--- src/rtl/xosera_pkg.sv ---
// Owner tags shared across the Xosera core.
// The VRAM arbiter uses them to steer returned read data to its requester.
package xosera_pkg;

  typedef enum logic [1:0] {
    TAG_NONE = 2'd0,
    TAG_VGEN = 2'd1,
    TAG_HOST = 2'd2,
    TAG_BLIT = 2'd3
  } tag_t;

  localparam int VRAM_AW = 16;
  localparam int VRAM_DW = 16;

  // Decodes a tag into {vgen, host, blit} read-valid strobes.
  function automatic logic [2:0] tag_to_valid(input tag_t tag);
    logic [2:0] v;
    v = 3'b000;
    case (tag)
      TAG_VGEN: v = 3'b100;
      TAG_HOST: v = 3'b010;
      TAG_BLIT: v = 3'b001;
      default:  v = 3'b000;
    endcase
    return v;
  endfunction

endpackage

--- src/rtl/vram_arb_if.sv ---
// Requester and VRAM-side signals of the VRAM arbiter.
// slave = arbiter view, master = requesters plus the VRAM instance.
interface vram_arb_if;
  import xosera_pkg::*;

  logic               vgen_sel;
  logic [VRAM_AW-1:0] vgen_addr;
  logic               vgen_rd_valid;

  logic               host_req;
  logic               host_wr;
  logic [VRAM_AW-1:0] host_addr;
  logic [VRAM_DW-1:0] host_wr_data;
  logic               host_ack;
  logic               host_rd_valid;

  logic               blit_req;
  logic               blit_wr;
  logic [VRAM_AW-1:0] blit_addr;
  logic [VRAM_DW-1:0] blit_wr_data;
  logic               blit_ack;
  logic               blit_rd_valid;

  logic [VRAM_DW-1:0] rd_data;

  logic               vram_sel;
  logic               vram_wr;
  logic [VRAM_AW-1:0] vram_addr;
  logic [VRAM_DW-1:0] vram_wr_data;
  logic [VRAM_DW-1:0] vram_data_out;

  modport slave (
    input  vgen_sel, vgen_addr,
    input  host_req, host_wr, host_addr, host_wr_data,
    input  blit_req, blit_wr, blit_addr, blit_wr_data,
    input  vram_data_out,
    output vgen_rd_valid, host_ack, host_rd_valid, blit_ack, blit_rd_valid,
    output rd_data, vram_sel, vram_wr, vram_addr, vram_wr_data
  );

  modport master (
    output vgen_sel, vgen_addr,
    output host_req, host_wr, host_addr, host_wr_data,
    output blit_req, blit_wr, blit_addr, blit_wr_data,
    output vram_data_out,
    input  vgen_rd_valid, host_ack, host_rd_valid, blit_ack, blit_rd_valid,
    input  rd_data, vram_sel, vram_wr, vram_addr, vram_wr_data
  );

endinterface

--- src/rtl/vram_arb.sv ---
// Single-port VRAM arbiter: video > starved blit > host > blit, one registered
// command per cycle, read data returned two cycles after the accept.
module vram_arb
  import xosera_pkg::*;
#(
  parameter int BLIT_STARVE_MAX = 8
) (
  input  logic     clk,
  input  logic     reset_n,
  vram_arb_if.slave bus
);

  localparam int CNT_W = $clog2(BLIT_STARVE_MAX + 1);
  localparam logic [CNT_W-1:0] STARVE_MAX = CNT_W'(BLIT_STARVE_MAX);

  tag_t               grant;
  logic               blit_starved;

  logic               sel_q,   sel_d;
  logic               wr_q,    wr_d;
  logic [VRAM_AW-1:0] addr_q,  addr_d;
  logic [VRAM_DW-1:0] wdata_q, wdata_d;
  tag_t               tag1_q,  tag1_d;
  tag_t               tag2_q,  tag2_d;
  logic [CNT_W-1:0]   starve_q, starve_d;
  logic [2:0]         rd_valid;

  assign blit_starved = (starve_q == STARVE_MAX);

  always_comb begin
    grant = TAG_NONE;
    if (bus.vgen_sel) begin
      grant = TAG_VGEN;
    end else if (blit_starved && bus.blit_req) begin
      grant = TAG_BLIT;
    end else if (bus.host_req) begin
      grant = TAG_HOST;
    end else if (bus.blit_req) begin
      grant = TAG_BLIT;
    end
  end

  assign bus.host_ack = (grant == TAG_HOST);
  assign bus.blit_ack = (grant == TAG_BLIT);

  // Idle cycles keep address/data stable so the VRAM port does not toggle.
  always_comb begin
    sel_d   = (grant != TAG_NONE);
    wr_d    = 1'b0;
    addr_d  = addr_q;
    wdata_d = wdata_q;
    case (grant)
      TAG_VGEN: begin
        addr_d = bus.vgen_addr;
      end
      TAG_HOST: begin
        wr_d    = bus.host_wr;
        addr_d  = bus.host_addr;
        wdata_d = bus.host_wr_data;
      end
      TAG_BLIT: begin
        wr_d    = bus.blit_wr;
        addr_d  = bus.blit_addr;
        wdata_d = bus.blit_wr_data;
      end
      default: ;
    endcase
  end

  // Only reads carry an owner tag; writes return nothing.
  always_comb begin
    tag1_d = (sel_d && !wr_d) ? grant : TAG_NONE;
    tag2_d = tag1_q;
  end

  always_comb begin
    starve_d = '0;
    if (bus.blit_req && !bus.blit_ack) begin
      starve_d = blit_starved ? starve_q : starve_q + CNT_W'(1);
    end
  end

  always_ff @(posedge clk or negedge reset_n) begin
    if (!reset_n) begin
      sel_q    <= 1'b0;
      wr_q     <= 1'b0;
      addr_q   <= '0;
      wdata_q  <= '0;
      tag1_q   <= TAG_NONE;
      tag2_q   <= TAG_NONE;
      starve_q <= '0;
    end else begin
      sel_q    <= sel_d;
      wr_q     <= wr_d;
      addr_q   <= addr_d;
      wdata_q  <= wdata_d;
      tag1_q   <= tag1_d;
      tag2_q   <= tag2_d;
      starve_q <= starve_d;
    end
  end

  assign bus.vram_sel     = sel_q;
  assign bus.vram_wr      = wr_q;
  assign bus.vram_addr    = addr_q;
  assign bus.vram_wr_data = wdata_q;

  assign rd_valid          = tag_to_valid(tag2_q);
  assign bus.vgen_rd_valid = rd_valid[2];
  assign bus.host_rd_valid = rd_valid[1];
  assign bus.blit_rd_valid = rd_valid[0];
  assign bus.rd_data       = bus.vram_data_out;

endmodule

--- src/flat_wrapper.sv ---
// flat-port wrapper written by rule: the top's interface ports become plain ports
module vram_arb_flat import xosera_pkg::*;
#(
  parameter int BLIT_STARVE_MAX = 8
)
  (clk, reset_n, bus_vgen_sel, bus_vgen_addr, bus_host_req, bus_host_wr, bus_host_addr, bus_host_wr_data, bus_blit_req, bus_blit_wr, bus_blit_addr, bus_blit_wr_data, bus_vram_data_out, bus_vgen_rd_valid, bus_host_ack, bus_host_rd_valid, bus_blit_ack, bus_blit_rd_valid, bus_rd_data, bus_vram_sel, bus_vram_wr, bus_vram_addr, bus_vram_wr_data);
  vram_arb_if bus_i ();
  input  logic clk;
  input  logic reset_n;
  input wire logic [$bits(bus_i.vgen_sel)-1:0] bus_vgen_sel;
  input wire logic [$bits(bus_i.vgen_addr)-1:0] bus_vgen_addr;
  input wire logic [$bits(bus_i.host_req)-1:0] bus_host_req;
  input wire logic [$bits(bus_i.host_wr)-1:0] bus_host_wr;
  input wire logic [$bits(bus_i.host_addr)-1:0] bus_host_addr;
  input wire logic [$bits(bus_i.host_wr_data)-1:0] bus_host_wr_data;
  input wire logic [$bits(bus_i.blit_req)-1:0] bus_blit_req;
  input wire logic [$bits(bus_i.blit_wr)-1:0] bus_blit_wr;
  input wire logic [$bits(bus_i.blit_addr)-1:0] bus_blit_addr;
  input wire logic [$bits(bus_i.blit_wr_data)-1:0] bus_blit_wr_data;
  input wire logic [$bits(bus_i.vram_data_out)-1:0] bus_vram_data_out;
  output wire logic [$bits(bus_i.vgen_rd_valid)-1:0] bus_vgen_rd_valid;
  output wire logic [$bits(bus_i.host_ack)-1:0] bus_host_ack;
  output wire logic [$bits(bus_i.host_rd_valid)-1:0] bus_host_rd_valid;
  output wire logic [$bits(bus_i.blit_ack)-1:0] bus_blit_ack;
  output wire logic [$bits(bus_i.blit_rd_valid)-1:0] bus_blit_rd_valid;
  output wire logic [$bits(bus_i.rd_data)-1:0] bus_rd_data;
  output wire logic [$bits(bus_i.vram_sel)-1:0] bus_vram_sel;
  output wire logic [$bits(bus_i.vram_wr)-1:0] bus_vram_wr;
  output wire logic [$bits(bus_i.vram_addr)-1:0] bus_vram_addr;
  output wire logic [$bits(bus_i.vram_wr_data)-1:0] bus_vram_wr_data;
  assign bus_i.vgen_sel = bus_vgen_sel;
  assign bus_i.vgen_addr = bus_vgen_addr;
  assign bus_i.host_req = bus_host_req;
  assign bus_i.host_wr = bus_host_wr;
  assign bus_i.host_addr = bus_host_addr;
  assign bus_i.host_wr_data = bus_host_wr_data;
  assign bus_i.blit_req = bus_blit_req;
  assign bus_i.blit_wr = bus_blit_wr;
  assign bus_i.blit_addr = bus_blit_addr;
  assign bus_i.blit_wr_data = bus_blit_wr_data;
  assign bus_i.vram_data_out = bus_vram_data_out;
  assign bus_vgen_rd_valid = bus_i.vgen_rd_valid;
  assign bus_host_ack = bus_i.host_ack;
  assign bus_host_rd_valid = bus_i.host_rd_valid;
  assign bus_blit_ack = bus_i.blit_ack;
  assign bus_blit_rd_valid = bus_i.blit_rd_valid;
  assign bus_rd_data = bus_i.rd_data;
  assign bus_vram_sel = bus_i.vram_sel;
  assign bus_vram_wr = bus_i.vram_wr;
  assign bus_vram_addr = bus_i.vram_addr;
  assign bus_vram_wr_data = bus_i.vram_wr_data;
  vram_arb #(.BLIT_STARVE_MAX(BLIT_STARVE_MAX)) u_core (.clk(clk), .reset_n(reset_n), .bus(bus_i));
endmodule
--- config.mk ---
export PLATFORM = sky130hd
export DESIGN_NAME = vram_arb_flat
export DESIGN_NICKNAME = d
export VERILOG_FILES = /design/src/rtl/xosera_pkg.sv /design/src/rtl/vram_arb_if.sv /design/src/rtl/vram_arb.sv /design/src/flat_wrapper.sv
export SDC_FILE = /design/constraint.sdc
export NUM_CORES = 1
export LEC_CHECK = 0
export CELL_PAD_IN_SITES_DETAIL_PLACEMENT = 1
export CELL_PAD_IN_SITES_GLOBAL_PLACEMENT = 2
export CORE_UTILIZATION = 20
export CTS_BUF_LIST = sky130_fd_sc_hd__clkbuf_16
export DETAILED_ROUTE_END_ITERATION = 8
export PLACE_DENSITY = 0.92
export SYNTH_ARGS = -nofsm -noshare
export SYNTH_HDL_FRONTEND = slang
export SYNTH_SLANG_ARGS = --single-unit
--- constraint.sdc ---
create_clock -name clk -period 5.41 [get_ports clk]
set_clock_uncertainty 0.2 [all_clocks]
set_input_delay 1.082 -clock clk [delete_from_list [all_inputs] [get_ports clk]]
set_output_delay 1.082 -clock clk [all_outputs]
set_load 0.02 [all_outputs]
After elaboration in Yosys (flattened, before gate mapping)
Cells that the tools add are included.

storage, ports and cells
  register bits after elaboration = 42
  input bits = 103
  logic and storage cells = 35

operators by class
  add/subtract/negate cells = 1
  equal/unequal tests = 8
  multiplexer cells = 11
  reduce and logical (&&, ||, !) cells = 8

operators with widths
  cell                                                                    number
  16-bit one-hot mux with 3 select lines                                  1
  16-bit one-hot mux with 2 select lines                                  1
  2-bit 2-to-1 mux                                                        5
  3-bit one-hot mux with 3 select lines                                   1
  2-bit equality test (second input constant)                             4
  4-bit 2-to-1 mux                                                        2
  4-bit by 1-bit adder with 4-bit output (second input constant)          1
  2-bit by 1-bit equality test with 1-bit output (second input constant)  2
  4-bit equality test (second input constant)                             1
  2-bit nonzero test                                                      2
  1-bit logical AND                                                       3
  3-bit nonzero test                                                      1
  1-bit zero test                                                         2
  2-bit inequality test (second input constant)                           1
  1-bit one-hot mux with 2 select lines                                   1

Depth between registers and ports, before layout
  depth in word-level cells = 9
  gate-level depth with buffers = 8

Worst setup path after synthesis
No wires, ideal clock.

  path kind = input to output
  from = in bus_blit_req
  to = out bus_blit_ack
  data arrival time = 1.902 ns
  slack = 2.226 ns
  stages = 6
  buffers on the path = 3
  cell sequence = buf_2 > inv_1 > a211o_1 > inv_2 > buf_6 > buf_6

between the ends
  word-level cells in the longest chain between the ends = 5

RTL lines
  what                     line                text
  start: declaration       flat_wrapper.sv:16  input wire logic [$bits(bus_i.blit_req)-1:0] bus_blit_req;
  2-bit 2-to-1 mux         vram_arb.sv:38      end else if (bus.blit_req) begin
  2-bit 2-to-1 mux         vram_arb.sv:36      end else if (bus.host_req) begin
  2-bit 2-to-1 mux (*)     vram_arb.sv:34      end else if (blit_starved && bus.blit_req) begin
  2-bit 2-to-1 mux (*)     vram_arb.sv:32      if (bus.vgen_sel) begin
  2-bit equality test (*)  vram_arb.sv:44      assign bus.blit_ack = (grant == TAG_BLIT);
  end: declaration         flat_wrapper.sv:24  output wire logic [$bits(bus_i.blit_ack)-1:0] bus_blit_ack;

Every way passes the cells marked *; elsewhere a longest branch is shown, timed or not.

Final worst setup path
  from = in bus_host_req
  to = out bus_host_ack

between the ends
  word-level cells in the longest chain between the ends = 4

RTL lines
  what                 line                text
  start: declaration   flat_wrapper.sv:12  input wire logic [$bits(bus_i.host_req)-1:0] bus_host_req;
  2-bit 2-to-1 mux     vram_arb.sv:36
  2-bit 2-to-1 mux     vram_arb.sv:34
  2-bit 2-to-1 mux     vram_arb.sv:32
  2-bit equality test  vram_arb.sv:43      assign bus.host_ack = (grant == TAG_HOST);
  end: declaration     flat_wrapper.sv:22  output wire logic [$bits(bus_i.host_ack)-1:0] bus_host_ack;

No other way between the ends.

==> results list <==
- Outcome: finished, final reports clean
- Netlist area before placement: roughly 2300 um^2
- Of the total synthesized cell area, the portion taken by AND, OR, NAND and NOR gates is 17.1%.
- Averaged over all synthesized cells, the footprint is 10.1 um^2.
* Fmax: approximately 0.22 GHz
* Fraction of final layout cells sized beyond drive strength 1: about 5.5%
- Prior to clock tree synthesis, the placed netlist has a worst setup slack of 0.945 ns.
- Max-cap violations in this run came to 0.
- Post-route design area: approximately 3600 um^2
- Quantity of gates resized following cts: 0
* Total wire length: 8000 um
- After floorplanning, the core was sized to cover approximately 11000 um^2.
- The worst path uses 83.0% of the clock period.
- Via density: 4.62
- The H-tree was split into 2 levels.
* Placement-stage cell area: between 3000 and 4000 um^2
- The final number of hold-violating endpoints was 0.
* Total count of max-transition violations in the final report: 0
- Total I/O pin count: 158
- Hold slack: 0.154 ns
- sky130_fd_sc_hd__dfrtp_1 takes more of the synthesized area than any other cell.
- The initial utilization of the core area, before any placement, comes to 20.7%.
* Final sum of negative setup slack: 0 ns
- By area the synthesized netlist is led by sky130_fd_sc_hd__dfrtp_1 46%, sky130_fd_sc_hd__and2_1 6.4%, sky130_fd_sc_hd__a311oi_1 6.2%, sky130_fd_sc_hd__o2bb2ai_1 6.2%, sky130_fd_sc_hd__buf_4 5.3%.
- In this run, CTS created clock tree buffers numbering 5.
* Setup Buffers After CTS: 0
- Summing the areas of all xor and xnor instances in the mapped netlist gives 1.16% of the synthesized area.
- The number of nets in the synthesized netlist is 328.
* Total global routing track utilization: 13.5%
* Mean routed wirelength per cell: 17.2 um
- Clock sink total: 42
- CP startpoint kind: input pin
- Clock tree from TritonCTS: done
- Detailed placement finished with a half-perimeter wire length of between 5000 and 6000 um.
* Floorplan die area: 11700 um^2
* Worst setup EP type: output pin
* Worst Reg2Reg Path Length in Cells: 7
- Buffers placed on the I/O ports in this run total 125.
* Gpl congestion: 0.735
- Number of register bits inferred by synthesis: 42
- Actual slew at the worst max-slew pin: 1.02 ns
* Startpoint of the most critical hold path: u_core.tag1_q[0]
- 0 antenna diodes ended up in the layout.
* DRT iter0 DRCs: 56
- DR vias: 2153
- Width of the die: 108 um
- Launching instance or port of the critical path: bus_host_req
- After layout, the minimum clock period comes to about 4.5 ns.
- The analysis attributes to cell leakage a power of 1.44 nW.
- Clock slew seen by the registers of the worst setup and hold paths: 0.06 ns
- Worst hold path stage count: 0
- Worst slew slack as a fraction of its limit: between 30% and 40%
* Die Y-Extent: 108 um
- After synthesis, the share of cell area in mux cells is less than 1%.
* Worst Path Class, Setup: input pin to output pin
- Final #Nets: ~430
- The path class of the tightest hold or removal check is flip-flop to flip-flop.
- Setup repair after global routing left no endpoint under its margin.
- Grt ovf: 0
* Largest family of logic cells by synthesized area: compound AO/OA/AOI/OAI gates
- The root buffer cell chosen for the clock tree is sky130_fd_sc_hd__clkbuf_16.
- Gate Count Post-Synth: 223
- In this run the core area contains 38 standard-cell rows.
* Count of unique library cells instantiated by Yosys: 32
- Power density over cell area: 251 nW/um^2
- In this run, post-CTS hold repair placed 0 buffers.
* Clock network latency to the later pin of the worst-skew pair: 0.28 ns
* Compound-cell area share of the yosys netlist: 23.6%
* Critical path data arrival time: between 3 and 4 ns
* Synth warnings: 0
- The number of global-route vias before repair is 2441.
* Top fanout value on the critical path: 11
* Wire length of the first global-routing pass: 12100 um
- The number of antenna violations at the first check in global routing was 0.
- At the worst endpoint, the required time is 4.13 ns.
- Buffers from clock root to sink, at most: 2
- The first TritonRoute pass finished after 4 iterations.
- Entering global routing, the biggest net connects 43 pins.
- R2R Path Start: u_core.starve_q[0]
- IR analysis of the VDD net gives a maximum drop of 116 uV.
* Post-synthesis share of cell area spent on full adders, half adders and majority gates: 1.11%
* Post-route ant nets: 0
- Across all setup checks in the final design, the least slack found is 0.920 ns.
- Setup violations remaining at the end of the flow were counted as 0.
- For this run, the register share of the synthesized area comes to 46.5%.
- Growth of design area from synthesis to finish: 60.8%
- The share of synthesized area in the top cell type comes to 46.5%.
- Number of design rule violations left after detail routing: 0
[state kept, by name, summed over array words and instances (netlist names)]
name	count
u_core.bus.vram_wr_data	16
u_core.bus.vram_wr	1
u_core.tag2_q	2
u_core.starve_q	4
u_core.tag1_q	2
u_core.bus.vram_sel	1
u_core.bus.vram_addr	16
[worst max-delay path, stage by stage]
cell and delay (ns):
sky130_fd_sc_hd__clkdlybuf4s50_1 0.65, sky130_fd_sc_hd__nor2b_1 0.23, sky130_fd_sc_hd__nand2_1 0.32, sky130_fd_sc_hd__inv_2 0.28, sky130_fd_sc_hd__clkdlybuf4s50_1 0.64
[layer usage]
metal / share of wire [%] / up-vias / track usage [%]
met5: 0 / - / 0
met4: 0.49 / 0 / 3.28
met3: 9.4 / 6 / 3.74
met2: 52 / 121 / 25.9
met1: 39 / 1019 / 14.6
li1: - / 1007 / -
[cell families after synthesis]
logic type                 count (synthesis)
AOI/OAI and AO/OA                         64
DFF                                       42
adders and majority gates                  2
muxes                                      1
xor gates and xnor gates                   3
and+or+nand+nor                           73
buffers and inverters                     38
[power by group]
part	internal (mW)	leakage, nW	switching, mW
combinational	0.143	0.865	0.119
sequential	0.348	0.515	0.0232
clock	0.164	0.0632	0.115
total	0.656	1.44	0.257
[synth_stat cells]
cell type                   number
sky130_fd_sc_hd__o2bb2ai_1      16
sky130_fd_sc_hd__xnor2_1         1
sky130_fd_sc_hd__ha_1            2
sky130_fd_sc_hd__mux2i_1         1
sky130_fd_sc_hd__nor2b_1         3
sky130_fd_sc_hd__nor3_1          4
sky130_fd_sc_hd__nor3_4          1
sky130_fd_sc_hd__and2_1         23
sky130_fd_sc_hd__a311oi_1       16
sky130_fd_sc_hd__inv_1           3
sky130_fd_sc_hd__a221o_1         6
sky130_fd_sc_hd__clkbuf_2        1
sky130_fd_sc_hd__clkbuf_1        6
sky130_fd_sc_hd__buf_6           2
sky130_fd_sc_hd__nand3b_4        1
sky130_fd_sc_hd__nand2b_1        1
sky130_fd_sc_hd__o21ba_2         1
sky130_fd_sc_hd__buf_2           7
sky130_fd_sc_hd__nand3_1         1
sky130_fd_sc_hd__nand4b_2        1
sky130_fd_sc_hd__buf_4          16
sky130_fd_sc_hd__o21bai_2        1
sky130_fd_sc_hd__a21oi_1        10
sky130_fd_sc_hd__a22o_1          1
sky130_fd_sc_hd__a32oi_1        10
sky130_fd_sc_hd__xor2_1          2
sky130_fd_sc_hd__dfrtp_1        42
sky130_fd_sc_hd__nand2_1        22
sky130_fd_sc_hd__a211o_1         2
sky130_fd_sc_hd__inv_2           3
sky130_fd_sc_hd__a221oi_1        1
sky130_fd_sc_hd__nor2_1         16
[layout make-up]
cell class	instances	area (um^2)
flip-flops and latches	42	1050
repair buffers	129	1280
clock inverters	1	3.75
well taps	140	175
inverters	6	22.5
fillers	1240	7300
multi-input cells	143	983
clock buffers	5	125
[worst paths after layout]
check | to | slack [ns]
setup / recovery | bus_host_ack | 0.92
hold / removal | u_core.tag2_q[0] | 0.15
min in group asynchronous | u_core.bus.vram_addr[4] | 0.76
setup reg to reg | u_core.tag1_q[1] | 3.04
hold reg to reg | u_core.tag2_q[0] | 0.15
max in group asynchronous | u_core.tag1_q[1] | 3.61
[cell usage in the layout, fill, tap and decap left out]
cell type and instances:
sky130_fd_sc_hd__nor2b_1 3, sky130_fd_sc_hd__nand3_1 1, sky130_fd_sc_hd__buf_2 1, sky130_fd_sc_hd__buf_4 4, sky130_fd_sc_hd__a32oi_1 10, sky130_fd_sc_hd__a22o_1 1
sky130_fd_sc_hd__nand3b_4 1, sky130_fd_sc_hd__nor3_1 4, sky130_fd_sc_hd__a21oi_1 10, sky130_fd_sc_hd__a311oi_1 16, sky130_fd_sc_hd__o21ba_2 1, sky130_fd_sc_hd__inv_2 3
sky130_fd_sc_hd__dfrtp_1 42, sky130_fd_sc_hd__xnor2_1 1, sky130_fd_sc_hd__nand2b_1 1, sky130_fd_sc_hd__o21bai_2 1, sky130_fd_sc_hd__a221oi_1 1, sky130_fd_sc_hd__nand4b_2 1
sky130_fd_sc_hd__o2bb2ai_1 16, sky130_fd_sc_hd__mux2i_1 1, sky130_fd_sc_hd__inv_1 3, sky130_fd_sc_hd__ha_1 2, sky130_fd_sc_hd__a221o_1 6, sky130_fd_sc_hd__clkdlybuf4s50_1 124
sky130_fd_sc_hd__and2_1 23, sky130_fd_sc_hd__nor2_1 16, sky130_fd_sc_hd__xor2_1 2, sky130_fd_sc_hd__nand2_1 22, sky130_fd_sc_hd__clkinv_1 1, sky130_fd_sc_hd__a211o_1 2
sky130_fd_sc_hd__nor3_4 1, sky130_fd_sc_hd__clkbuf_16 5
[through the flow]
stage               instances  power, mW  util (%)
global placement          460      0.634      32.1
finish                    466      0.913      33.3
CTS                       466      0.929      33.3
floorplan                 223      0.499         -
global route              466      0.960      33.3
detailed placement        460      0.642      32.1
(Power assumes the default switching activity.)
